`src/rtl/ksa_seq_pkg.sv`:
```
// Shared definitions for the digit-serial KSA add sequencer: digit width and FSM state encoding.
package ksa_seq_pkg;

    localparam int DIGIT_W = 4;

    typedef enum logic [1:0] {
        ST_IDLE = 2'd0,
        ST_RUN  = 2'd1,
        ST_DONE = 2'd2
    } seq_state_t;

    function automatic int digitCount(input int width);
        return width / DIGIT_W;
    endfunction

endpackage

```
`src/rtl/ksa_seq_ctrl_ksa.sv`:
```
// 4-bit Kogge-Stone adder: two parallel-prefix levels over generate/propagate, carry-in folded in last.
module ksa (
    input  logic [3:0] i_a,
    input  logic [3:0] i_b,
    input  logic       i_cin,
    output logic [4:0] o_sum
);

    logic [3:0] w_g0, w_p0, w_g1, w_p1, w_g2, w_p2, w_c;

    // After level 2, (w_g2[i], w_p2[i]) spans bits i..0, so every carry depends only on it and i_cin.
    always_comb begin
        w_g0 = i_a & i_b;
        w_p0 = i_a ^ i_b;
        w_g1 = w_g0;
        w_p1 = w_p0;
        for (int i = 1; i < 4; i++) begin
            w_g1[i] = w_g0[i] | (w_p0[i] & w_g0[i-1]);
            w_p1[i] = w_p0[i] & w_p0[i-1];
        end
        w_g2 = w_g1;
        w_p2 = w_p1;
        for (int i = 2; i < 4; i++) begin
            w_g2[i] = w_g1[i] | (w_p1[i] & w_g1[i-2]);
            w_p2[i] = w_p1[i] & w_p1[i-2];
        end
        w_c[0] = i_cin;
        for (int i = 1; i < 4; i++) begin
            w_c[i] = w_g2[i-1] | (w_p2[i-1] & i_cin);
        end
        o_sum[3:0] = w_p0 ^ w_c;
        o_sum[4]   = w_g2[3] | (w_p2[3] & i_cin);
    end

endmodule

```
`src/rtl/ksa_seq_ctrl.sv`:
```
// Multi-precision adder that streams WIDTH-bit operands through one 4-bit KSA, LSB digit first.
// Optional subtract mode (in_sub port) is built when KSA_SEQ_SUB_EN is defined.
module ksa_seq_ctrl
    import ksa_seq_pkg::*;
#(
    parameter int WIDTH = 16
) (
    input  logic             clk,
    input  logic             rst,
    input  logic             in_valid,
    output logic             in_ready,
    input  logic [WIDTH-1:0] in_a,
    input  logic [WIDTH-1:0] in_b,
    input  logic             in_cin,
`ifdef KSA_SEQ_SUB_EN
    input  logic             in_sub,
`endif
    output logic             out_valid,
    input  logic             out_ready,
    output logic [WIDTH:0]   out_sum,
    output logic             busy
);

    localparam int NDIG  = digitCount(WIDTH);
    localparam int CNT_W = (NDIG > 1) ? $clog2(NDIG) : 1;
    localparam logic [CNT_W-1:0] LAST_DIG = CNT_W'(NDIG - 1);

    generate
        if ((WIDTH % DIGIT_W) != 0 || WIDTH < DIGIT_W) begin : g_width_check
            $error("ksa_seq_ctrl: WIDTH must be a non-zero multiple of 4");
        end
    endgenerate

    seq_state_t         r_state, w_next_state;
    logic [WIDTH-1:0]   r_a, r_b, r_sum;
    logic [CNT_W-1:0]   r_cnt;
    logic               r_carry;
    logic               w_accept, w_b_invert, w_cin_load;
    logic [DIGIT_W-1:0] w_a_dig, w_b_dig;
    logic [DIGIT_W:0]   w_dig_sum;

`ifdef KSA_SEQ_SUB_EN
    logic r_sub;

    // Subtraction is A + ~B + 1, so the carry chain is seeded with 1 instead of the caller's carry.
    always_ff @(posedge clk or posedge rst) begin
        if (rst)
            r_sub <= 1'b0;
        else if (w_accept)
            r_sub <= in_sub;
    end

    assign w_b_invert = r_sub;
    assign w_cin_load = in_sub ? 1'b1 : in_cin;
`else
    assign w_b_invert = 1'b0;
    assign w_cin_load = in_cin;
`endif

    assign w_accept = in_valid & in_ready;
    assign w_a_dig  = r_a[DIGIT_W-1:0];
    assign w_b_dig  = r_b[DIGIT_W-1:0] ^ {DIGIT_W{w_b_invert}};

    ksa u_ksa (
        .i_a   (w_a_dig),
        .i_b   (w_b_dig),
        .i_cin (r_carry),
        .o_sum (w_dig_sum)
    );

    always_ff @(posedge clk or posedge rst) begin
        if (rst)
            r_state <= ST_IDLE;
        else
            r_state <= w_next_state;
    end

    always_comb begin
        w_next_state = r_state;
        case (r_state)
            ST_IDLE: if (in_valid) w_next_state = ST_RUN;
            ST_RUN:  if (r_cnt == LAST_DIG) w_next_state = ST_DONE;
            ST_DONE: if (out_ready) w_next_state = ST_IDLE;
            default: w_next_state = ST_IDLE;
        endcase
    end

    always_comb begin
        in_ready  = (r_state == ST_IDLE) && !rst;
        out_valid = (r_state == ST_DONE);
        busy      = (r_state == ST_RUN) || (r_state == ST_DONE);
        out_sum   = out_valid ? {r_carry, r_sum} : '0;
    end

    // Each RUN cycle consumes the low digit of A/B and pushes its sum digit in at the top of r_sum.
    always_ff @(posedge clk or posedge rst) begin
        if (rst) begin
            r_a     <= '0;
            r_b     <= '0;
            r_sum   <= '0;
            r_cnt   <= '0;
            r_carry <= 1'b0;
        end else if (w_accept) begin
            r_a     <= in_a;
            r_b     <= in_b;
            r_cnt   <= '0;
            r_carry <= w_cin_load;
        end else if (r_state == ST_RUN) begin
            r_a     <= r_a >> DIGIT_W;
            r_b     <= r_b >> DIGIT_W;
            r_sum   <= (r_sum >> DIGIT_W) |
                       (WIDTH'(w_dig_sum[DIGIT_W-1:0]) << (WIDTH - DIGIT_W));
            r_carry <= w_dig_sum[DIGIT_W];
            r_cnt   <= r_cnt + CNT_W'(1);
        end
    end

endmodule

```
`config.mk`:
```
export PLATFORM = sky130hd
export DESIGN_NAME = ksa_seq_ctrl
export DESIGN_NICKNAME = d
export VERILOG_FILES = /design/src/rtl/ksa_seq_pkg.sv /design/src/rtl/ksa_seq_ctrl_ksa.sv /design/src/rtl/ksa_seq_ctrl.sv
export SDC_FILE = /design/constraint.sdc
export NUM_CORES = 1
export LEC_CHECK = 0
export CAP_MARGIN = 20
export CORE_AREA = 3 3 58 114
export DETAILED_ROUTE_END_ITERATION = 6
export DIE_AREA = 0 0 61 117
export GPL_TIMING_DRIVEN = 0
export PLACE_DENSITY = 0.74
export SKIP_LAST_GASP = 1
export SYNTH_ARGS = -nofsm -noshare
export SYNTH_HDL_FRONTEND = slang
export SYNTH_SLANG_ARGS = --single-unit
```
`constraint.sdc`:
```
create_clock -name clk -period 2 [get_ports clk]
set_clock_uncertainty 0.2 [all_clocks]
set_input_delay 0.5 -clock clk [delete_from_list [all_inputs] [get_ports clk]]
set_output_delay 0.5 -clock clk [all_outputs]
set_load 0.03 [all_outputs]
```
==> results by group, run 1 <==
Route
  • DRC: 0
  • Antenna-violating nets left: 0
  • Initial DRC count: 67
  • Routed len/inst: 15.7 µm
  • Drt total wl: slightly below 6 mm
  • Detailed-route via count: 1980
  • Drt pass-1 iters: 4
  • Vias per inst: 5.22

STA
  • Tmin final: a little over 2 ns
  • Worst slew pin tran: 0.462 ns
  • Final Hold Viols: 0
  • RSZ-0062 raised after global routing: true
  • Setup slack after layout: -0.0673 ns
  • Total negative slack: -0.786 ns
  • F_max: between 400 and 500 MHz
  • Slew headroom: 69.1%
  • Final max-slew violation count: 0
  • Final Setup Violations: 14
  • Tcrit/Tclk final: 103%

GRT
  • Initial antenna violation count: 0
  • Remaining global-route overflow: 0
  • Number of global-route vias before repair: about 2k
  • Tot GR Track Use: 18.5%
  • Global-route wire length before repair: about 9.6 mm
  • Largest net degree at the start of global routing: 45

Setup path
  • Slowest cell delay on critical path: 0.39 ns
  • Critical-path top delay cell: dfrtp_1
  • Critical Path AT: between 1 and 1.5 ns
  • WP data required: 1.30 ns
  • CP Capture Type: output port
  • Top delay family on crit path: flip-flops
  • Setup CP Type: reg -> out
  • Worst-path maximum fanout: 7
  • CP dominant cell by count: buf_6
  • Worst path buffer plus inverter count: 3
  • Worst path cell trace: inv_2 -> ha_4 -> buf_6 -> and2_4 -> buf_6
  • Crit path launch type: flip-flop

Power
  • Combinational power share: 50.6%
  • Tot Pwr: 5.61 mW
  • Pleak: about 1.7 nW
  • Register share of total power: 33.5%
  • Pwr dens: 1560 nW/µm²
  • Switching power: 2.04 mW
  • Sw frac: 36.4%
  • Maximum vdd drop: 0.668 mV
  • Clock power frac: 15.9%
  • Internal cell power: about 3.6 mW

Synthesis
  • Syn. warnings: 0
  • Synth Instances: 245
  • Yosys top cell by area: dfrtp_1
  • Mapped Avg Cell Area: 10.8 µm²
  • Synth Net Count: just under 300
  • Synth top area cells: dfrtp_1, mux2i_1, nand2_1
  • Sequential area share after synthesis: approximately half
  • Cell Area, Synth: 2640 µm²
  • Seq cells post-synth: 53
  • Top-area cell type share of the netlist area: ~50%
  • Distinct cells, synth: 32

Clock tree
  • Num CTS Buffers: 5
  • Clk root buf: clkbuf_16
  • CTS tree: yes
  • Clock latency on the worst-skew pair: 0.29 ns
  • Clock slew at reported path FFs: roughly 0.060 ns
  • TritonCTS Sinks: 53
  • Max clock buf depth: 2
  • H-tree Lvls: 2

Floorplanning
  • Initial Util: 45.5%
  • Overall die height: ~120 µm
  • Ports: 57
  • Die W: 61 µm
  • Core Area: 5810 µm²
  • FP Rows: 39
  • Die area: ~7000 µm²

Final layout
  • Fin util: 62.0%
  • Nets: 365
  • Layout area overhead: 36.3%
  • Final Non-Filler Cells: 379
  • ANT cells: 0
  • Filler cells: about 460
  • Share of cells above drive strength 1: 27.0%

Run status
  • Failing checks: negative setup slack
  • Status: finished, violations left

Place
  • Placed insts: 363
  • Post-DP HPWL: about 4.3 mm
  • Number of port buffers: 56
  • Gpl congestion: around 0.76

Job
  • MaxCap Viol Count: 0

Worst hold path
  • Worst min path class: reg -> reg
[layout make-up]
| class | instances | area [µm²] | share of cell area, % |
|---|---|---|---|
| clock inverters | 1 | 5.00 | 0.139 |
| clock buffers | 7 | 153 | 4.24 |
| multi-input cells | 166 | 1230 | 34.1 |
| flip-flops and latches | 53 | 1330 | 36.9 |
| well taps | 61 | 76.3 | 2.12 |
| plain buffers | 14 | 96.3 | 2.68 |
| inverters | 12 | 45.0 | 1.25 |
| repair buffers | 65 | 669 | 18.6 |
[layout by cell type, fill, tap and decap left out, types with 5 or more instances in the layout]
cell and instances:
mux2i_1 26, ha_1 8, buf_6 21, nand3b_1 10, mux2_2 13, buf_4 9
dfrtp_1 53, clkdlybuf4s50_1 36, and2_4 13, o21ai_1 24, buf_2 8, clkbuf_16 5
inv_1 8, nand2_1 41
[worst reg2reg max path, stage by stage (launching register included)]
cell and delay [ns]:
dfrtp_1 0.39, buf_4 0.15, ha_1 0.20, buf_6 0.14, a222oi_1 0.26, buf_4 0.18, mux2_1 0.32
[metal layers]
layer	global-route usage [%]	wire length [µm]
met1	20.1	2210
met2	34.5	3480
met3	1.98	159
met4	7.81	120
met5	0	0
[metrics by stage]
stage	hold WS, ns	setup slack, ns	area, µm²
3_5_place_dp	0.288	-0.644	3310
4_1_cts	0.303	-0.0925	3520
3_3_place_gp	0.282	-0.960	3290
6_report	0.300	-0.0673	3600
2_1_floorplan	0.272	0.00486	2660
5_1_grt	0.312	-0.126	3600
[cells in the mapped netlist (all sizes together)]
library cell  count
a211o             1
a21oi             2
a221oi            1
a222oi            1
a2bb2oi           1
a31o              1
and2             17
and3b             1
buf              12
clkbuf            2
dfrtp            53
fa                1
ha               10
inv              12
mux2             15
mux2i            26
nand2            41
nand3             1
nand3b           10
nor2              4
nor2b             2
nor3b             1
o211ai            1
o21ai            26
o22ai             1
xnor2             2
[power by group through the flow]
stage / Combinational (mW) / Sequential, mW / Clock [mW]
after floorplan: 1.91 / 1.78 / 0
after global placement: 2.47 / 1.86 / 0
after detailed placement: 2.56 / 1.89 / 0
after CTS: 2.70 / 1.87 / 0.918
after global routing: 3.10 / 1.95 / 0.957
final: 2.84 / 1.88 / 0.894
[worst paths after layout]
| path | start | endpoint | slack [ns] | cells past startpoint |
|---|---|---|---|---|
| worst max-delay path | r_state[0]$_DFFE_PP0P_ | out_sum[2] | -0.07 | 5 |
| worst min-delay path | r_sum[1]$_DFFE_PP0P_ | r_sum[1]$_DFFE_PP0P_ | 0.30 | 1 |
| worst max register to register | r_state[0]$_DFFE_PP0P_ | r_state[0]$_DFFE_PP0P_ | 0.04 | 6 |
| worst min register to register | r_sum[1]$_DFFE_PP0P_ | r_sum[1]$_DFFE_PP0P_ | 0.30 | 1 |
| max in group asynchronous | rst | r_sum[2]$_DFFE_PP0P_ | 0.77 | 3 |
| min in group asynchronous | rst | r_b[8]$_DFFE_PP0P_ | 0.32 | 2 |
[sequential cells by signal, summed over array words and instances, names as in the netlist]
name / count
r_carry: 1
r_sum: 16
r_state: 2
r_b: 16
r_a: 16
r_cnt: 2
[kinds of logic (layout without fill, tap and decap cells)]
family                   Yosys count  count (layout)  share of synthesized area [%]
AND/OR/NAND/NOR                   77              77                           14.9
flip-flops                        53              53                           50.2
multiplexers                      41              41                           16.3
adder cells (fa/ha/maj)           11              11                           5.50
XOR/XNOR                           2               2                          0.664
AO/OA/AOI/OAI                     35              35                           7.54
buffers and inverters             26              99                           4.93
[what timing repair did]
item,in CTS,in global routing
endpoints found under the setup margin,20,22
hold buffers,0,0
resized for setup,148,19
buffers inserted,2,5
pin swaps,2,3
cloned,1,0
Note: power is estimated with default switching activity, not from simulation.
==> run 2, diff against run 1 <==
--- a/config.mk
+++ b/config.mk
@@ -10,6 +10,7 @@
 export DETAILED_ROUTE_END_ITERATION = 6
 export DIE_AREA = 0 0 61 117
 export GPL_TIMING_DRIVEN = 0
+export HOLD_SLACK_MARGIN = 0.06
 export PLACE_DENSITY = 0.74
 export SKIP_LAST_GASP = 1
 export SYNTH_ARGS = -nofsm -noshare
==> results of run 2 <==
The final DEF is identical to that of run 1; final timing and power are the same.
==> run 3, diff against run 2 <==
--- a/config.mk
+++ b/config.mk
@@ -11,8 +11,10 @@
 export DIE_AREA = 0 0 61 117
 export GPL_TIMING_DRIVEN = 0
 export HOLD_SLACK_MARGIN = 0.06
-export PLACE_DENSITY = 0.74
+export PLACE_DENSITY = 0.73
 export SKIP_LAST_GASP = 1
 export SYNTH_ARGS = -nofsm -noshare
 export SYNTH_HDL_FRONTEND = slang
+export SYNTH_HIERARCHICAL = 1
 export SYNTH_SLANG_ARGS = --single-unit
+export TNS_END_PERCENT = 1
==> run 3 against run 2 <==
Compared with the run above:
- the flow still finishes with violations (negative setup slack)
- combinational power is 15% lower
- cell count is 3.7% lower
- critical path depth is 1 lower
- die area stayed put
- cell area is 5.0% lower
- utilization is 3.1 points lower
- sequential power hardly changed
- register-to-register slack worse by 0.05 ns
- routed wire length is 8.1% lower
- global-route usage is 1.5 points lower
- clock power is 8.1% lower
- largest cell class unchanged
- clock-buffer cell count is 1 lower
==> results by group, run 3 <==
GRT
  • Largest net degree at the start of global routing: 37 (-18%)
  • Global-route met3 utilization: 2.63% (+0.66 points)
  • Remaining global-route overflow: 0 (unchanged)
  • Global-route wire length before repair: 8.98 mm (-6.7%)
  • M1 GR Usage: 19.0% (-1.1 points)
  • Tot GR Track Use: 17.0% (-1.5 points)
  • Busiest grt layer: met2
  • Number of global-route vias before repair: 1873 (-6.8%)
  • GR Util met2: 30.5% (-4.0 points)
  • Initial antenna violation count: 0 (unchanged)

Synthesis
  • Distinct cells, synth: 23 (-28%)
  • Mapped Avg Cell Area: 11.1 µm² (+2.6%)
  • Synth Flop Type: dfrtp_1
  • Most frequent cells after synthesis: dfrtp_1, nand2_1, mux2i_1
  • Syn. warnings: 6 (+6)
  • Synth Net Count: 282 (-3.8%)
  • Count leader, synth: dfrtp_1
  • Top-area cell type share of the netlist area: 51.3% (+1.0 points)
  • Synth top area cells: dfrtp_1, mux2i_1, mux2_1
  • Post-synth EDFFs: 0 (unchanged)
  • Sequential area share after synthesis: 51.3% (+1.0 points)
  • Cell Area, Synth: 2590 µm² (-2.0%)
  • Yosys top cell by area: dfrtp_1
  • FFs w/ async S/R, synth: 100% (unchanged)
  • Seq cells post-synth: 53 (unchanged)
  • Synth Instances: 234 (-4.5%)

STA
  • Final Hold Viols: 0 (unchanged)
  • F_max: 481 MHz (-0.51%)
  • Final max-slew violation count: 0 (unchanged)
  • Tcrit/Tclk final: 104% (+0.53 points)
  • Setup slack after layout: -0.0779 ns (-0.0106 ns)
  • Tmin final: 2.08 ns (+0.0106 ns)
  • Worst slew pin tran: 0.399 ns (-0.0625 ns)
  • Slew headroom: 73.3% (+4.2 points)
  • Hold_ws: 0.278 ns (-0.0216 ns)
  • RSZ-0062 raised after global routing: true
  • Total negative slack: -0.786 ns (+0.000297 ns)
  • Final Setup Violations: 15 (+1)

Setup path
  • Worst path cell trace: ha_4 -> buf_8 -> and2_2 -> buf_6
  • WP data required: 1.30 ns (about the same)
  • Setup CP Type: reg -> out
  • Worst-path maximum fanout: 10 (+3)
  • Critical Path AT: 1.38 ns (about the same)
  • CP Capture Type: output port
  • Crit path launch type: flip-flop
  • Critical-path top delay cell: dfrtp_1
  • Slowest cell delay on critical path: 0.43 ns (+0.04 ns)

Power
  • Pwr dens: 1490 nW/µm² (-4.2%)
  • Pleak: 1.63 nW (-3.1%)
  • Tot Pwr: 5.10 mW (-9.0%)
  • Maximum vdd drop: 0.637 mV (-4.6%)

Place
  • Post-DP HPWL: 4.19 mm (-2.7%)
  • Number of port buffers: 56 (unchanged)
  • Gpl congestion: 0.789 (+3.8%)
  • Placed insts: 352 (-3.0%)

Floorplanning
  • Overall die height: 117 µm (unchanged)
  • Die area: 7140 µm² (unchanged)
  • Ports: 57 (unchanged)
  • Core Area: 5810 µm² (unchanged)
  • Initial Util: 44.5% (-0.93 points)
  • FP Rows: 39 (unchanged)
  • Die W: 61 µm (unchanged)

Route
  • DRC: 0 (unchanged)
  • Detailed-route via count: 1842 (-7.0%)
  • Drt total wl: 5.48 mm (-8.1%)
  • Drt pass-1 iters: 6 (+2)
  • Initial DRC count: 55 (-18%)
  • Antenna-violating nets left: 0 (unchanged)
  • Routed len/inst: 15.0 µm (-4.6%)
  • Vias per inst: 5.05 (-3.4%)

Final layout
  • ANT cells: 0 (unchanged)
  • Share of cells above drive strength 1: 17.4% (-9.6 points)
  • Most frequent cells in the layout: dfrtp_1, nand2_1, clkdlybuf4s50_1, mux2i_1, o21ai_1
  • Filler cells: 506 (+9.1%)
  • Final Non-Filler Cells: 365 (-3.7%)
  • Nets: 351 (-3.8%)
  • Layout area overhead: 32.2%
  • Largest regs: r_a: 16 flops, r_b: 16 flops, r_sum: 16 flops
  • Commonest non-fill, non-tap cell in the layout: dfrtp_1

Clock tree
  • Clock latency on the worst-skew pair: 0.29 ns (about the same)
  • H-tree Lvls: 2 (unchanged)
  • Max clock buf depth: 2 (unchanged)
  • Clk root buf: clkbuf_16
  • Num CTS Buffers: 5 (unchanged)
  • TritonCTS Sinks: 53 (unchanged)
  • CTS tree: yes
  • Clock slew at reported path FFs: 0.06 ns (about the same)
  • Hold_buf cts: 0 (unchanged)

Worst hold path
  • Worst min path class: reg -> reg

Run status
  • Status: finished, violations left
  • Failing checks: negative setup slack

Job
  • MaxCap Viol Count: 0 (unchanged)
-- run 3: cell type report --
cell class	count	area (µm²)	area share, %
tap	61	76.3	2.23
buffer	14	83.8	2.45
multi-input combinational	161	1180	34.7
inverter	6	22.5	0.659
clock buffer	6	129	3.77
timing repair buffer	62	587	17.2
clock inverter	2	10.0	0.293
sequential	53	1330	38.8
-- run 3: report_power, final --
group          switching [mW]  total [mW]  internal (mW)
clock network           0.362       0.822          0.460
registers               0.313        1.88           1.57
logic                    1.21        2.40           1.19
-- run 3: stage by stage --
stage	setup WS, ns	util (%)	instance area (µm²)
after global routing	-0.128	58.9	3420
after floorplan	-0.0600	-	2590
after global placement	-1.01	55.6	3230
after CTS	-0.0952	59.0	3420
after detailed placement	-0.663	55.9	3250
final	-0.0779	58.9	3420
-- run 3: routing by layer --
layer,vias to the layer above,part of all wire (%)
li1,926,-
met1,857,37
met2,47,56
met3,12,3.7
met4,0,3.0
met5,-,0
-- run 3: repair_timing --
action                     in CTS  in global routing
buffers inserted                4                  1
setup endpoints to repair      20                 22
gates resized for setup       118                 16
pin swaps                       0                  1
-- run 3: critical path: cells and delay by family, from the launching register on --
kind                       cells  cell delay [ns]
adders and majority gates      1             0.21
buffers and inverters          2             0.26
DFF                            1             0.43
and+or+nand+nor                1             0.19
-- run 3: worst paths after layout --
path | startpoint | cells after the start | slack [ns] | endpoint
max reg2reg | r_state[0]$_DFFE_PP0P_ | 6 | -0.01 | r_state[0]$_DFFE_PP0P_
min in group asynchronous | rst | 2 | 0.41 | r_state[1]$_DFFE_PP0P_
min | r_sum[3]$_DFFE_PP0P_ | 1 | 0.28 | r_sum[3]$_DFFE_PP0P_
max | r_state[1]$_DFFE_PP0P_ | 4 | -0.08 | out_sum[10]
min reg2reg | r_sum[3]$_DFFE_PP0P_ | 1 | 0.28 | r_sum[3]$_DFFE_PP0P_
max in group asynchronous | rst | 3 | 0.67 | r_b[2]$_DFFE_PP0P_
-- run 3: cells by family (layout without fill, tap and decap cells) --
family / count (synthesis) / in the layout / share of synthesized area [%]
buffers and inverters: 20 / 90 / 3.68
XOR/XNOR: 4 / 4 / 1.35
adder cells (fa/ha/maj): 11 / 11 / 5.61
AO/OA/AOI/OAI: 31 / 31 / 6.63
flip-flops: 53 / 53 / 51.3
multiplexers: 44 / 44 / 17.9
AND/OR/NAND/NOR: 71 / 71 / 13.5
